**config.mk**
```make
export PLATFORM = sky130hd
export DESIGN_NAME = word_shift_out_flat
export DESIGN_NICKNAME = d
export VERILOG_FILES = /design/src/rtl/word_shift_out_if.sv /design/src/rtl/word_shift_out.sv /design/src/flat_wrapper.sv
export SDC_FILE = /design/constraint.sdc
export NUM_CORES = 1
export LEC_CHECK = 0
export ABC_AREA = 1
export BUFFER_PORTS_ARGS = -buffer_cell sky130_fd_sc_hd__clkbuf_2
export CAP_MARGIN = 10
export CORE_ASPECT_RATIO = 1.25
export CORE_MARGIN = 2
export CORE_UTILIZATION = 48
export DETAILED_ROUTE_END_ITERATION = 6
export PLACE_DENSITY = 0.85
export RECOVER_POWER = 25
export SKIP_LAST_GASP = 1
export SYNTH_ARGS = -nofsm -noshare
export SYNTH_HDL_FRONTEND = slang
export SYNTH_SLANG_ARGS = --single-unit
```
**constraint.sdc**
```tcl
create_clock -name CLK -period 1.25 [get_ports CLK]
set_input_delay 0.0625 -clock CLK [delete_from_list [all_inputs] [get_ports CLK]]
set_output_delay 0.0625 -clock CLK [all_outputs]
set_load 0.02 [all_outputs]
```
**src/rtl/word_shift_out_if.sv**
```systemverilog
// Load-side and serial-side handshake bundle for word_shift_out.
// slave: D/LOAD_VALID/OUT_READY in; LOAD_READY/OUT_* /BIT_CNT out.
interface word_shift_out_if #(
  parameter int WIDTH = 32
);
  logic [WIDTH-1:0] D;
  logic             LOAD_VALID;
  logic             LOAD_READY;
  logic             OUT_BIT;
  logic             OUT_VALID;
  logic             OUT_READY;
  logic             OUT_LAST;
  logic [4:0]       BIT_CNT;

  modport master (
    output D, LOAD_VALID, OUT_READY,
    input  LOAD_READY, OUT_BIT,
    input  OUT_VALID, OUT_LAST, BIT_CNT
  );

  modport slave (
    input  D, LOAD_VALID, OUT_READY,
    output LOAD_READY, OUT_BIT,
    output OUT_VALID, OUT_LAST, BIT_CNT
  );
endinterface

```
**src/rtl/word_shift_out.sv**
```systemverilog
// Parallel-to-serial unloader: CLK, RST (async high), bus (slave).
// MSB first; WORD_SHIFT_OUT_LSB_FIRST_EN selects LSB-first order.
module word_shift_out #(
  parameter int WIDTH = 32
) (
  input logic            CLK,
  input logic            RST,
  word_shift_out_if.slave bus
);
  typedef enum logic {IDLE, SHIFT} state_t;

  localparam logic [4:0] LAST = 5'(WIDTH - 1);

  state_t           state_q, state_d;
  logic [WIDTH-1:0] sr_q, sr_d;
  logic [4:0]       cnt_q, cnt_d;
  logic [WIDTH-1:0] sr_adv;
  logic             head;

  logic             load_ready;
  logic             out_bit;
  logic             out_valid;
  logic             out_last;
  logic [4:0]       bit_cnt;

`ifdef WORD_SHIFT_OUT_LSB_FIRST_EN
  assign head   = sr_q[0];
  assign sr_adv = {1'b0, sr_q[WIDTH-1:1]};
`else
  assign head   = sr_q[WIDTH-1];
  assign sr_adv = {sr_q[WIDTH-2:0], 1'b0};
`endif

  always_ff @(posedge CLK or posedge RST) begin
    if (RST) begin
      state_q <= IDLE;
      sr_q    <= '0;
      cnt_q   <= '0;
    end else begin
      state_q <= state_d;
      sr_q    <= sr_d;
      cnt_q   <= cnt_d;
    end
  end

  always_comb begin
    state_d    = state_q;
    sr_d       = sr_q;
    cnt_d      = cnt_q;
    load_ready = 1'b0;
    out_bit    = 1'b0;
    out_valid  = 1'b0;
    out_last   = 1'b0;
    bit_cnt    = 5'd0;
    unique case (state_q)
      IDLE: begin
        load_ready = 1'b1;
        if (bus.LOAD_VALID) begin
          sr_d    = bus.D;
          cnt_d   = 5'd0;
          state_d = SHIFT;
        end
      end
      SHIFT: begin
        out_valid = 1'b1;
        out_bit   = head;
        out_last  = (cnt_q == LAST);
        bit_cnt   = cnt_q;
        if (bus.OUT_READY) begin
          sr_d = sr_adv;
          if (cnt_q == LAST) begin
            cnt_d   = 5'd0;
            state_d = IDLE;
          end else begin
            cnt_d = cnt_q + 5'd1;
          end
        end
      end
      default: state_d = IDLE;
    endcase
  end

  assign bus.LOAD_READY = load_ready;
  assign bus.OUT_BIT    = out_bit;
  assign bus.OUT_VALID  = out_valid;
  assign bus.OUT_LAST   = out_last;
  assign bus.BIT_CNT    = bit_cnt;
endmodule

```
**src/flat_wrapper.sv**
```systemverilog
// flat-port wrapper written by rule: the top's interface ports become plain ports
module word_shift_out_flat 
#(
  parameter int WIDTH = 32
)
  (CLK, RST, bus_D, bus_LOAD_VALID, bus_OUT_READY, bus_LOAD_READY, bus_OUT_BIT, bus_OUT_VALID, bus_OUT_LAST, bus_BIT_CNT);
  word_shift_out_if #(.WIDTH(WIDTH)) bus_i ();
  input logic CLK;
  input logic RST;
  input wire logic [$bits(bus_i.D)-1:0] bus_D;
  input wire logic [$bits(bus_i.LOAD_VALID)-1:0] bus_LOAD_VALID;
  input wire logic [$bits(bus_i.OUT_READY)-1:0] bus_OUT_READY;
  output wire logic [$bits(bus_i.LOAD_READY)-1:0] bus_LOAD_READY;
  output wire logic [$bits(bus_i.OUT_BIT)-1:0] bus_OUT_BIT;
  output wire logic [$bits(bus_i.OUT_VALID)-1:0] bus_OUT_VALID;
  output wire logic [$bits(bus_i.OUT_LAST)-1:0] bus_OUT_LAST;
  output wire logic [$bits(bus_i.BIT_CNT)-1:0] bus_BIT_CNT;
  assign bus_i.D = bus_D;
  assign bus_i.LOAD_VALID = bus_LOAD_VALID;
  assign bus_i.OUT_READY = bus_OUT_READY;
  assign bus_LOAD_READY = bus_i.LOAD_READY;
  assign bus_OUT_BIT = bus_i.OUT_BIT;
  assign bus_OUT_VALID = bus_i.OUT_VALID;
  assign bus_OUT_LAST = bus_i.OUT_LAST;
  assign bus_BIT_CNT = bus_i.BIT_CNT;
  word_shift_out #(.WIDTH(WIDTH)) u_core (.CLK(CLK), .RST(RST), .bus(bus_i));
endmodule
```
==> run summary, run 1 <==
=========================================================================
Effective utilization at floorplan                                  49.4%
CTS tree                                                             done
TritonCTS Buffers                                                       5
Sort of element at the start of the critical path                    flop
Endpoint class of the critical path                            output pin
Post-synthesis compound-gate area fraction                         0.753%
Post-Place Cell Area                                          0.00235 mm²
Cell Pwr Density                                              1490 mW/mm²
Critical Path Start                                          u_core.cnt_q[3]
Leakage dissipation                                            0.00163 µW
Post-Synth Simple-Gate Area                                         43.6%
FF-to-FF path depth                                                     8
Worst clock skew                                                  3.72 ps
Pre-Repair DR Iteration Count                                           4
Share of Yosys cell area claimed by the top area cell type          47.7%
Combinational family with the most area after synthesis      simple AND/OR/NAND/NOR gates
Largest net degree at the start of global routing                      39
CTS H-tree depth                                                        2
Total Negative Setup Slacks                                       -815 ps
Aggregate routed wire length                                      5380 µm
Path class of the lowest-slack min-delay path                      in2reg
Final standard cell area without fillers                      0.00273 mm²
Core Region                                                   0.00403 mm²
Top-Level Pins                                                         45
Worst hold stages                                                       5
Final worst path period share                                        124%
DP HPWL                                                           2980 µm
Crit Path Category                                                reg2out
Chip width                                                        61.6 µm
Sinks on the clock net                                                 38
Number of instances in the synthesized netlist                        290
Max transition margin                                               65.9%
Post-synthesis sequential area ratio                                47.7%
Final critical-path setup slack                                   -302 ps
DIE AREA                                                      0.00469 mm²
Fraction of layout cells with a size suffix above 1                 27.3%
Commonest non-fill, non-tap cells in the layout              sky130_fd_sc_hd__nand2_1 (167), sky130_fd_sc_hd__nand3_1 (38), sky130_fd_sc_hd__clkbuf_2 (37), sky130_fd_sc_hd__dfrtp_1 (37), sky130_fd_sc_hd__buf_4 (17)
Root Buffer                                                  sky130_fd_sc_hd__clkbuf_8
Register-to-register setup slack                                  -180 ps
Fraction of the mapped netlist area in adder cells                  1.26%
Worst EP arrival                                                  1490 ps
Maximum frequency from static timing analysis                     644 MHz
Global-route total usage across every layer                         21.5%
Total Power                                                       4070 µW
Die boundary height                                               76.0 µm
Setup-failing EPs final                                                 5
Routability-driven placement congestion ratio                       0.827
Later-pin clock latency in the skew report                         290 ps
Mux cell area share after synthesis                                    0%
Maximum clock insertion buffer count                                    2
Leading cell type in the layout, fill and taps excluded      sky130_fd_sc_hd__nand2_1
Largest cells by area after synthesis                        sky130_fd_sc_hd__dfrtp_1 (48%), sky130_fd_sc_hd__nand2_1 (32%), sky130_fd_sc_hd__nand3_1 (9.8%), sky130_fd_sc_hd__buf_2 (3.3%), sky130_fd_sc_hd__inv_1 (2.1%)
Run status                                                   complete, but fails checks
Global route overflow                                                   0
Maximum vdd ir drop                                            0.000960 V
Layout Nets                                                           389
Number of port buffers                                                 44
Number of violations of the max-capacitance limit                       0
Drt first-iter violations                                              83
Worst Path Required                                               1190 ps
Total count of hold-check failures in the final report                  0
Vias in the first global route                                      1,785
Average wire per standard cell                                    13.2 µm
Via-to-Cell Ratio                                                    5.04
Register bit count reported by yosys                                   38
Biggest area consumer among synthesized cells                sky130_fd_sc_hd__dfrtp_1
Minimum period implied by the final worst setup slack             1550 ps
Worst r2r src                                                u_core.cnt_q[1]
Synth Net Count                                                       328
Setup repair after global routing missed its margin                   yes
Hold path startpoint                                            bus_D[26]
DRT antenna net count                                                   0
Number of warning messages in the yosys log                             0
Final count of pins violating max slew                                  0
FP Rows                                                                26
Xor and xnor fraction of the mapped netlist area                   0.439%
Worst-Margin Slew                                                  511 ps
Wire length of the first global-routing pass                      7660 µm
Critical path peak fanout                                               4
Clock Pin Slew Worst Setup and Hold Paths                           70 ps
Violated checks                                              setup timing
# DRC                                                                   0
Final Util                                                          67.6%
Post-synthesis cell type count                                         14
Vias                                                                2,055
Antenna violations before repair                                        0
Mean area per synthesized cell                                   6.87 µm²
Number of antenna cells inserted                                        0
Post-synthesis instance area                                  0.00199 mm²
Layout overhead on the synthesized area                             36.7%
=========================================================================
cells by family (layout without fill, tap and decap cells):
kind of cell,after synthesis,count (layout)
and+or+nand+nor,217,217
buffers and inverters,29,91
AOI/OAI and AO/OA,3,3
adders and majority gates,2,2
xor gates and xnor gates,1,1
DFF,38,38
final timing paths:
kind,endpoint
setup / recovery,bus_OUT_LAST
hold / removal,u_core.sr_q[26]
setup reg to reg,u_core.cnt_q[0]
hold reg to reg,u_core.sr_q[7]
max in group asynchronous,u_core.state_q
min in group asynchronous,u_core.sr_q[16]
cells in the mapped netlist, drive strengths merged:
master and number:
a21oi 2, buf 13, clkbuf 4, dfrtp 38, ha 2, inv 12, nand2 173, nand3 39
nand4 1, nor2 4, o21ai 1, xnor2 1
registers in the layout, summed over array words and instances (netlist names):
register and flops:
u_core.sr_q 32, u_core.state_q 1, u_core.cnt_q 5
layout make-up:
type | count | area (µm²)
flip-flops and latches | 38 | 952
multi-input cells | 223 | 982
clock inverters | 3 | 40.0
well taps | 56 | 70.1
fillers | 367 | 1310
inverters | 12 | 47.5
repair buffers | 71 | 564
clock buffers | 5 | 68.8
layer usage:
| layer | vias to the layer above | part of all wire (%) | GRT usage (%) |
|---|---|---|---|
| met5 | - | 0 | 0 |
| met4 | 0 | 1.8 | 9.15 |
| met3 | 11 | 3.9 | 3.90 |
| met2 | 53 | 51 | 33.7 |
| met1 | 979 | 43 | 28.6 |
| li1 | 1012 | - | - |
through the flow:
stage / hold WS (ps) / instances / setup slack (ps)
6_report: 46.7 / 408 / -302
4_1_cts: 44.4 / 401 / -264
3_5_place_dp: 182 / 388 / -70.9
3_3_place_gp: 181 / 388 / 31.8
2_1_floorplan: 207 / 290 / 1.75
5_1_grt: 53.2 / 408 / -337
critical path, stage by stage, from the launching register on:
cell and delay [ps]:
sky130_fd_sc_hd__dfrtp_1 480, sky130_fd_sc_hd__inv_1 160, sky130_fd_sc_hd__nor2_4 160, sky130_fd_sc_hd__ha_4 140, sky130_fd_sc_hd__nand2_1 60, sky130_fd_sc_hd__inv_1 60, sky130_fd_sc_hd__clkbuf_8 130
repair_timing:
item,in CTS,in global routing
setup endpoints to repair,11,13
gates resized for setup,10,34
cloned,0,2
hold endpoints to repair,39,0
pin swaps,5,4
hold buffers,2,0
buffers inserted,3,5
power breakdown:
group / internal (µW) / switching, µW
clock network: 587 / 443
logic: 635 / 724
registers: 1480 / 204
Note: power is estimated with default switching activity, not from simulation.
==> run 2, diff against run 1 <==
Settings changed: SKIP_CTS_REPAIR_TIMING set to 1.
==> run summary, run 2 (synthesis results as in run 1) <==
======================================================================
Final standard cell area without fillers                   0.00268 mm²   was 0.00273 mm²
Layout overhead on the synthesized area                          34.7%   was 36.7%
Final instance count without filler cells                          406   was 408
Effective utilization at floorplan                               49.4%   unchanged
Met2 wire length                                               2550 µm   was 2770 µm
Largest net degree at the start of global routing                   39   unchanged
Root Buffer                                               sky130_fd_sc_hd__clkbuf_8   unchanged
Antenna violations before repair                                     0   unchanged
DRT antenna net count                                                0   unchanged
Setup slack at placement                                      -70.9 ps   unchanged
Violated checks                                           setup timing   unchanged
Maximum clock insertion buffer count                                 2   unchanged
FF-to-FF path depth                                                  8   unchanged
Pre-Repair DR Iteration Count                                        4   unchanged
Run status                                                complete, but fails checks   unchanged
CTS tree                                                          done   unchanged
Post-Place Cell Area                                       0.00235 mm²   unchanged
Sequential cell area                                           952 µm²   unchanged
Sinks on the clock net                                              38   unchanged
Multi-input logic area                                         962 µm²   was 982 µm²
Vias                                                             2,038   was 2,055
Worst r2r src                                             u_core.cnt_q[0]   was u_core.cnt_q[1]
Final count of pins violating max slew                               0   unchanged
Global-route total usage across every layer                      20.7%   was 21.5%
Number of violations of the max-capacitance limit                    0   unchanged
Total Power                                                    3970 µW   was 4070 µW
Die boundary height                                            76.0 µm   unchanged
CTS H-tree depth                                                     2   unchanged
Later-pin clock latency in the skew report                      290 ps   about the same
Layout Nets                                                        387   was 389
Setup-failing EPs final                                              5   unchanged
Worst min-delay path endpoint                             u_core.sr_q[0]   was u_core.sr_q[26]
Global route overflow                                                0   unchanged
Register with the highest flop count                       u_core.sr_q   unchanged
Reg-to-reg critical path endpoint                         u_core.cnt_q[0]   unchanged
Critical path peak fanout                                            2   was 4
Cells after DPL                                                    388   unchanged
Core Region                                                0.00403 mm²   unchanged
Total count of hold-check failures in the final report               0   unchanged
DIE AREA                                                   0.00469 mm²   unchanged
Wire length of the first global-routing pass                   7400 µm   was 7660 µm
Max FFs per register                                                32   unchanged
Commonest non-fill, non-tap cells in the layout           sky130_fd_sc_hd__nand2_1 (168), sky130_fd_sc_hd__nand3_1 (38), sky130_fd_sc_hd__clkbuf_2 (37), sky130_fd_sc_hd__dfrtp_1 (37), sky130_fd_sc_hd__buf_4 (17)   was sky130_fd_sc_hd__nand2_1 (167), sky130_fd_sc_hd__nand3_1 (38), sky130_fd_sc_hd__clkbuf_2 (37), sky130_fd_sc_hd__dfrtp_1 (37), sky130_fd_sc_hd__buf_4 (17)
Register-to-register setup slack                               -230 ps   was -180 ps
Number of port buffers                                              44   unchanged
Drt first-iter violations                                           63   was 83
Sort of element at the start of the critical path                 flop   unchanged
Chip width                                                     61.6 µm   unchanged
Maximum vdd ir drop                                         0.000951 V   was 0.000960 V
Met3 layer wire length in the routed design                     252 µm   was 212 µm
Clock Pin Slew Worst Setup and Hold Paths                        70 ps   about the same
Average wire per standard cell                                 12.5 µm   was 13.2 µm
Worst EP arrival                                               1440 ps   was 1490 ps
Cell Pwr Density                                           1480 mW/mm²   was 1490 mW/mm²
Vias in the first global route                                   1,743   was 1,785
TritonCTS Buffers                                                    5   unchanged
Minimum period implied by the final worst setup slack          1500 ps   was 1550 ps
Largest registers in the final layout                     u_core.sr_q: 32 flops, u_core.cnt_q: 5 flops, u_core.state_q: 1 flops   unchanged
Worst Path Required                                            1190 ps   about the same
Worst-Margin Slew                                               511 ps   about the same
Aggregate routed wire length                                   5070 µm   was 5380 µm
FILL cells                                                         372   was 367
Routability-driven placement congestion ratio                    0.827   unchanged
Maximum frequency from static timing analysis                  667 MHz   was 644 MHz
Worst clock skew                                               6.95 ps   was 3.72 ps
Setup repair after global routing missed its margin                yes   unchanged
Via-to-Cell Ratio                                                 5.02   was 5.04
Final critical-path setup slack                                -249 ps   was -302 ps
Leading cell type in the layout, fill and taps excluded   sky130_fd_sc_hd__nand2_1   unchanged
Hold path startpoint                                          bus_D[0]   was bus_D[26]
Max transition margin                                            65.9%   about the same
Met1 Routed Length                                             2120 µm   was 2300 µm
Fraction of layout cells with a size suffix above 1              25.7%   was 27.3%
Top-Level Pins                                                      45   unchanged
Path class of the lowest-slack min-delay path                   in2reg   unchanged
FP Rows                                                             26   unchanged
Crit Path Category                                             reg2out   unchanged
Final worst path period share                                     120%   was 124%
Number of antenna cells inserted                                     0   unchanged
# DRC                                                                0   unchanged
Highest metal layer with signal wires                             met4   unchanged
Endpoint class of the critical path                         output pin   unchanged
DP HPWL                                                        2980 µm   unchanged
Leakage dissipation                                         0.00161 µW   was 0.00163 µW
Worst hold stages                                                    3   was 5
======================================================================
-- run 2: cell types whose count changed in the layout (fill, tap and decap cells not counted), moves of 2 or more --
cell	delta
sky130_fd_sc_hd__nand2_4	-2
sky130_fd_sc_hd__inv_1	+2
sky130_fd_sc_hd__inv_2	-2
sky130_fd_sc_hd__clkbuf_8	-2
-- run 2: critical path, stage by stage, from the launching register on --
cell,delay [ps]
sky130_fd_sc_hd__dfrtp_1,360
sky130_fd_sc_hd__ha_2,200
sky130_fd_sc_hd__nand2_2,80
sky130_fd_sc_hd__nor2_4,140
sky130_fd_sc_hd__ha_4,150
sky130_fd_sc_hd__nand2_1,50
sky130_fd_sc_hd__inv_1,60
sky130_fd_sc_hd__buf_6,110
-- run 2: through the flow --
step	TNS (ps)	utilization (%)	hold WS, ps
floorplan	0	-	207
global placement	0	58.2	181
detailed placement	-156	58.2	182
CTS	-802	60.9	-144
global route	-1230	66.5	26.6
finish	-824	66.5	0.0142
-- run 2: layout make-up --
type / instances / area share (%)
multi-input combinational: 223 / 35.9
sequential: 38 / 35.5
timing repair buffer: 69 / 20.2
tap: 56 / 2.61
clock buffer: 5 / 2.56
inverter: 12 / 1.77
clock inverter: 3 / 1.49
-- run 2: routing by layer --
| layer | up-vias | track usage [%] |
|---|---|---|
| met5 | - | 0 |
| met1 | 950 | 26.4 |
| met3 | 16 | 4.24 |
| met4 | 0 | 8.09 |
| li1 | 1011 | - |
| met2 | 61 | 33.5 |
-- run 2: where the power goes --
part           total, µW  internal [µW]  switching [µW]  leakage (µW)
clock network       1020            587             434     0.0000579
logic               1290            605             685       0.00104
registers           1660           1480             180      0.000512
total               3970           2670            1300       0.00161
-- run 2: worst max path at each step --
stage | from | to | cells after the start
after CTS | u_core.cnt_q[1] | bus_OUT_LAST | 7
after detailed placement | u_core.cnt_q[1] | u_core.cnt_q[2] | 7
after global routing | u_core.cnt_q[1] | bus_OUT_LAST | 7
after global placement | u_core.cnt_q[1] | u_core.cnt_q[2] | 7
final | u_core.cnt_q[0] | bus_OUT_LAST | 7
after floorplan | u_core.cnt_q[0] | u_core.cnt_q[2] | 7
==> run 3, diff against run 2 <==
Settings changed: CORE_UTILIZATION 48 to 53, PLACE_DENSITY 0.85 to 0.88.
Clock period 1.25 ns to 1.5 ns, I/O delays scaled along.
==> run summary, run 3 (synthesis results as in run 1) <==
========================================================================================
Top-Level Pins                                                                        45   unchanged
Violated checks                                                             DRC, setup timing   was setup timing
Net Sw Frac                                                                        34.1%   was 32.7%
Setup-failing EPs final                                                                1   was 5
Worst clock skew                                                                 8.54 ps   was 6.95 ps
DRT antenna net count                                                                  0   unchanged
Wire length of the first global-routing pass                                     7620 µm   was 7400 µm
# DRC                                                                                  2   was 0
Final count of pins violating max slew                                                 0   unchanged
Sinks on the clock net                                                                38   unchanged
CTS tree                                                                            done   unchanged
Leading cell type in the layout, fill and taps excluded                     sky130_fd_sc_hd__nand2_1   unchanged
Instance count on the critical path                                                    7   unchanged
Worst hold stages                                                                      3   unchanged
Critical-path cell with the highest stage delay                             sky130_fd_sc_hd__dfrtp_1   unchanged
Sequential Power Share                                                             47.8%   was 41.8%
Aggregate routed wire length                                                     4570 µm   was 5070 µm
Register-to-register setup slack                                                   90 ps   was -230 ps
Root Buffer                                                                 sky130_fd_sc_hd__clkbuf_8   unchanged
Final critical-path setup slack                                                 -90.8 ps   was -249 ps
Die boundary height                                                              72.6 µm   was 76.0 µm
Maximum vdd ir drop                                                           0.000844 V   was 0.000951 V
Maximum frequency from static timing analysis                                    629 MHz
List of cells traversed by the critical path                                ha_2, nand2_2, nor2_2, ha_2, nand2_2, inv_2, buf_6   was ha_2, nand2_2, nor2_4, ha_4, nand2_1, inv_1, buf_6
Critical Path Start                                                         u_core.cnt_q[1]   was u_core.cnt_q[0]
Vias in the first global route                                                     1,757   was 1,743
Switch Pwr                                                                        988 µW   was 1300 µW
Final worst path period share                                                       106%
Worst EP arrival                                                                 1520 ps   was 1440 ps
Antenna violations before repair                                                       0   unchanged
Layout Nets                                                                          379   was 387
Largest net degree at the start of global routing                                     39   unchanged
Cell Pwr Density                                                             1210 mW/mm²   was 1480 mW/mm²
Clock Pin Slew Worst Setup and Hold Paths                                          60 ps   was 70 ps
Reg-to-reg critical path endpoint                                           u_core.cnt_q[2]   was u_core.cnt_q[0]
Minimum period implied by the final worst setup slack                            1590 ps
Delay of the slowest cell on the worst path                                       380 ps   was 360 ps
Endpoint class of the critical path                                           output pin   unchanged
Buffers and inverters on the worst path                                                2   unchanged
Worst r2r src                                                               u_core.cnt_q[1]   was u_core.cnt_q[0]
DIE AREA                                                                     0.00427 mm²   was 0.00469 mm²
Category of cells accounting for the largest share of critical-path delay    adder cells   was flip-flops
Sort of element at the start of the critical path                                   flop   unchanged
Path class of the lowest-slack min-delay path                                     in2reg   unchanged
Average wire per standard cell                                                   12.0 µm   was 12.5 µm
Number of port buffers                                                                44   unchanged
Global route overflow                                                                  0   unchanged
Total count of hold-check failures in the final report                                 0   unchanged
Routability-driven placement congestion ratio                                      0.816   was 0.827
Commonest non-fill, non-tap cells in the layout                             sky130_fd_sc_hd__nand2_1 (170), sky130_fd_sc_hd__clkbuf_2 (44), sky130_fd_sc_hd__nand3_1 (39)   was sky130_fd_sc_hd__nand2_1 (168), sky130_fd_sc_hd__nand3_1 (38), sky130_fd_sc_hd__clkbuf_2 (37), sky130_fd_sc_hd__dfrtp_1 (37), sky130_fd_sc_hd__buf_4 (17)
Number of violations of the max-capacitance limit                                      0   unchanged
Max FFs per register                                                                  32   unchanged
Core Region                                                                  0.00354 mm²   was 0.00403 mm²
Via-to-Cell Ratio                                                                   5.17   was 5.02
Final Util                                                                         67.9%   was 66.5%
Crit Path Category                                                               reg2out   unchanged
Max transition margin                                                              38.6%   was 65.9%
Number of antenna cells inserted                                                       0   unchanged
Hold path startpoint                                                            bus_D[0]   unchanged
Setup slack at placement                                                         16.7 ps   was -70.9 ps
Critical path peak fanout                                                              3   was 2
FF-to-FF path depth                                                                    7   was 8
Proportion of power drawn by the clock network                                     22.8%   was 25.7%
Later-pin clock latency in the skew report                                        300 ps   was 290 ps
Relative contribution of combinational cells to total power                        29.4%   was 32.5%
Post-Route Hold Slack                                                            26.6 ps   was 0.0142 ps
FP Rows                                                                               24   was 26
DP HPWL                                                                          3090 µm   was 2980 µm
Worst min-delay path endpoint                                               u_core.sr_q[0]   unchanged
Maximum clock insertion buffer count                                                   2   unchanged
Internal power summed over all cells                                             1910 µW   was 2670 µW
Fraction of layout cells with a size suffix above 1                                21.4%   was 25.7%
Vias                                                                               1,966   was 2,038
Worst Path Required                                                              1420 ps   was 1190 ps
Global-route total usage across every layer                                        23.8%   was 20.7%
CTS H-tree depth                                                                       2   unchanged
Setup repair after global routing missed its margin                                  yes   unchanged
Leakage dissipation                                                           0.00150 µW   was 0.00161 µW
Drt first-iter violations                                                             99   was 63
Effective utilization at floorplan                                                 56.3%   was 49.4%
Post-Place Cell Area                                                         0.00228 mm²   was 0.00235 mm²
Final standard cell area without fillers                                     0.00240 mm²   was 0.00268 mm²
Chip width                                                                       58.9 µm   was 61.6 µm
TritonCTS Buffers                                                                      5   unchanged
Run status                                                                  complete, but fails checks   unchanged
Layout overhead on the synthesized area                                            20.7%   was 34.7%
Pre-Repair DR Iteration Count                                                          6   was 4
Largest registers in the final layout                                       u_core.sr_q: 32 flops, u_core.cnt_q: 5 flops, u_core.state_q: 1 flops   unchanged
Worst-Margin Slew                                                                 922 ps   was 511 ps
Register with the highest flop count                                         u_core.sr_q   unchanged
========================================================================================
[run 3: how the worst max path moves through the flow]
| stage | end | slack [ps] |
|---|---|---|
| global route | bus_OUT_LAST | -160 |
| global placement | u_core.cnt_q[2] | 150 |
| detailed placement | u_core.cnt_q[2] | 20 |
| floorplan | u_core.cnt_q[2] | 170 |
| finish | bus_OUT_LAST | -90 |
| CTS | bus_OUT_LAST | -200 |
[run 3: layer usage]
layer / wire length (µm) / GRT usage [%] / vias up
li1: - / - / 992
met1: 1940 / 28.9 / 911
met2: 2320 / 39.5 / 55
met3: 234 / 6.24 / 8
met4: 82 / 10.1 / 0
met5: 0 / 0 / -
[run 3: area by class of cell]
cell class / count / area, µm²
multi-input cells: 223 / 930
well taps: 39 / 48.8
repair buffers: 61 / 354
inverters: 12 / 45.0
flip-flops and latches: 38 / 951
clock buffers: 7 / 76.3
fillers: 312 / 1140
[run 3: stage by stage]
stage | std cells | TNS [ps] | total power, µW
2_1_floorplan | 290 | 0 | 1920
3_3_place_gp | 369 | 0 | 2130
3_5_place_dp | 369 | 0 | 2180
4_1_cts | 376 | -219 | 2850
5_1_grt | 380 | -163 | 3090
6_report | 380 | -90.8 | 2900
[run 3: worst reg2reg max path, stage by stage, from the launching register on]
cell and delay (ps):
sky130_fd_sc_hd__dfrtp_1 400, sky130_fd_sc_hd__ha_2 220, sky130_fd_sc_hd__nand2_2 80, sky130_fd_sc_hd__nor2_2 50, sky130_fd_sc_hd__ha_2 200, sky130_fd_sc_hd__nor2_1 170
sky130_fd_sc_hd__inv_1 70, sky130_fd_sc_hd__o21ai_1 140
[run 3: power by group through the flow]
stage	Sequential [µW]	Clock [µW]	Combinational [µW]
3_5_place_dp	1400	0	786
4_1_cts	1380	671	792
2_1_floorplan	1370	0	554
6_report	1390	661	851
3_3_place_gp	1390	0	743
5_1_grt	1410	719	959
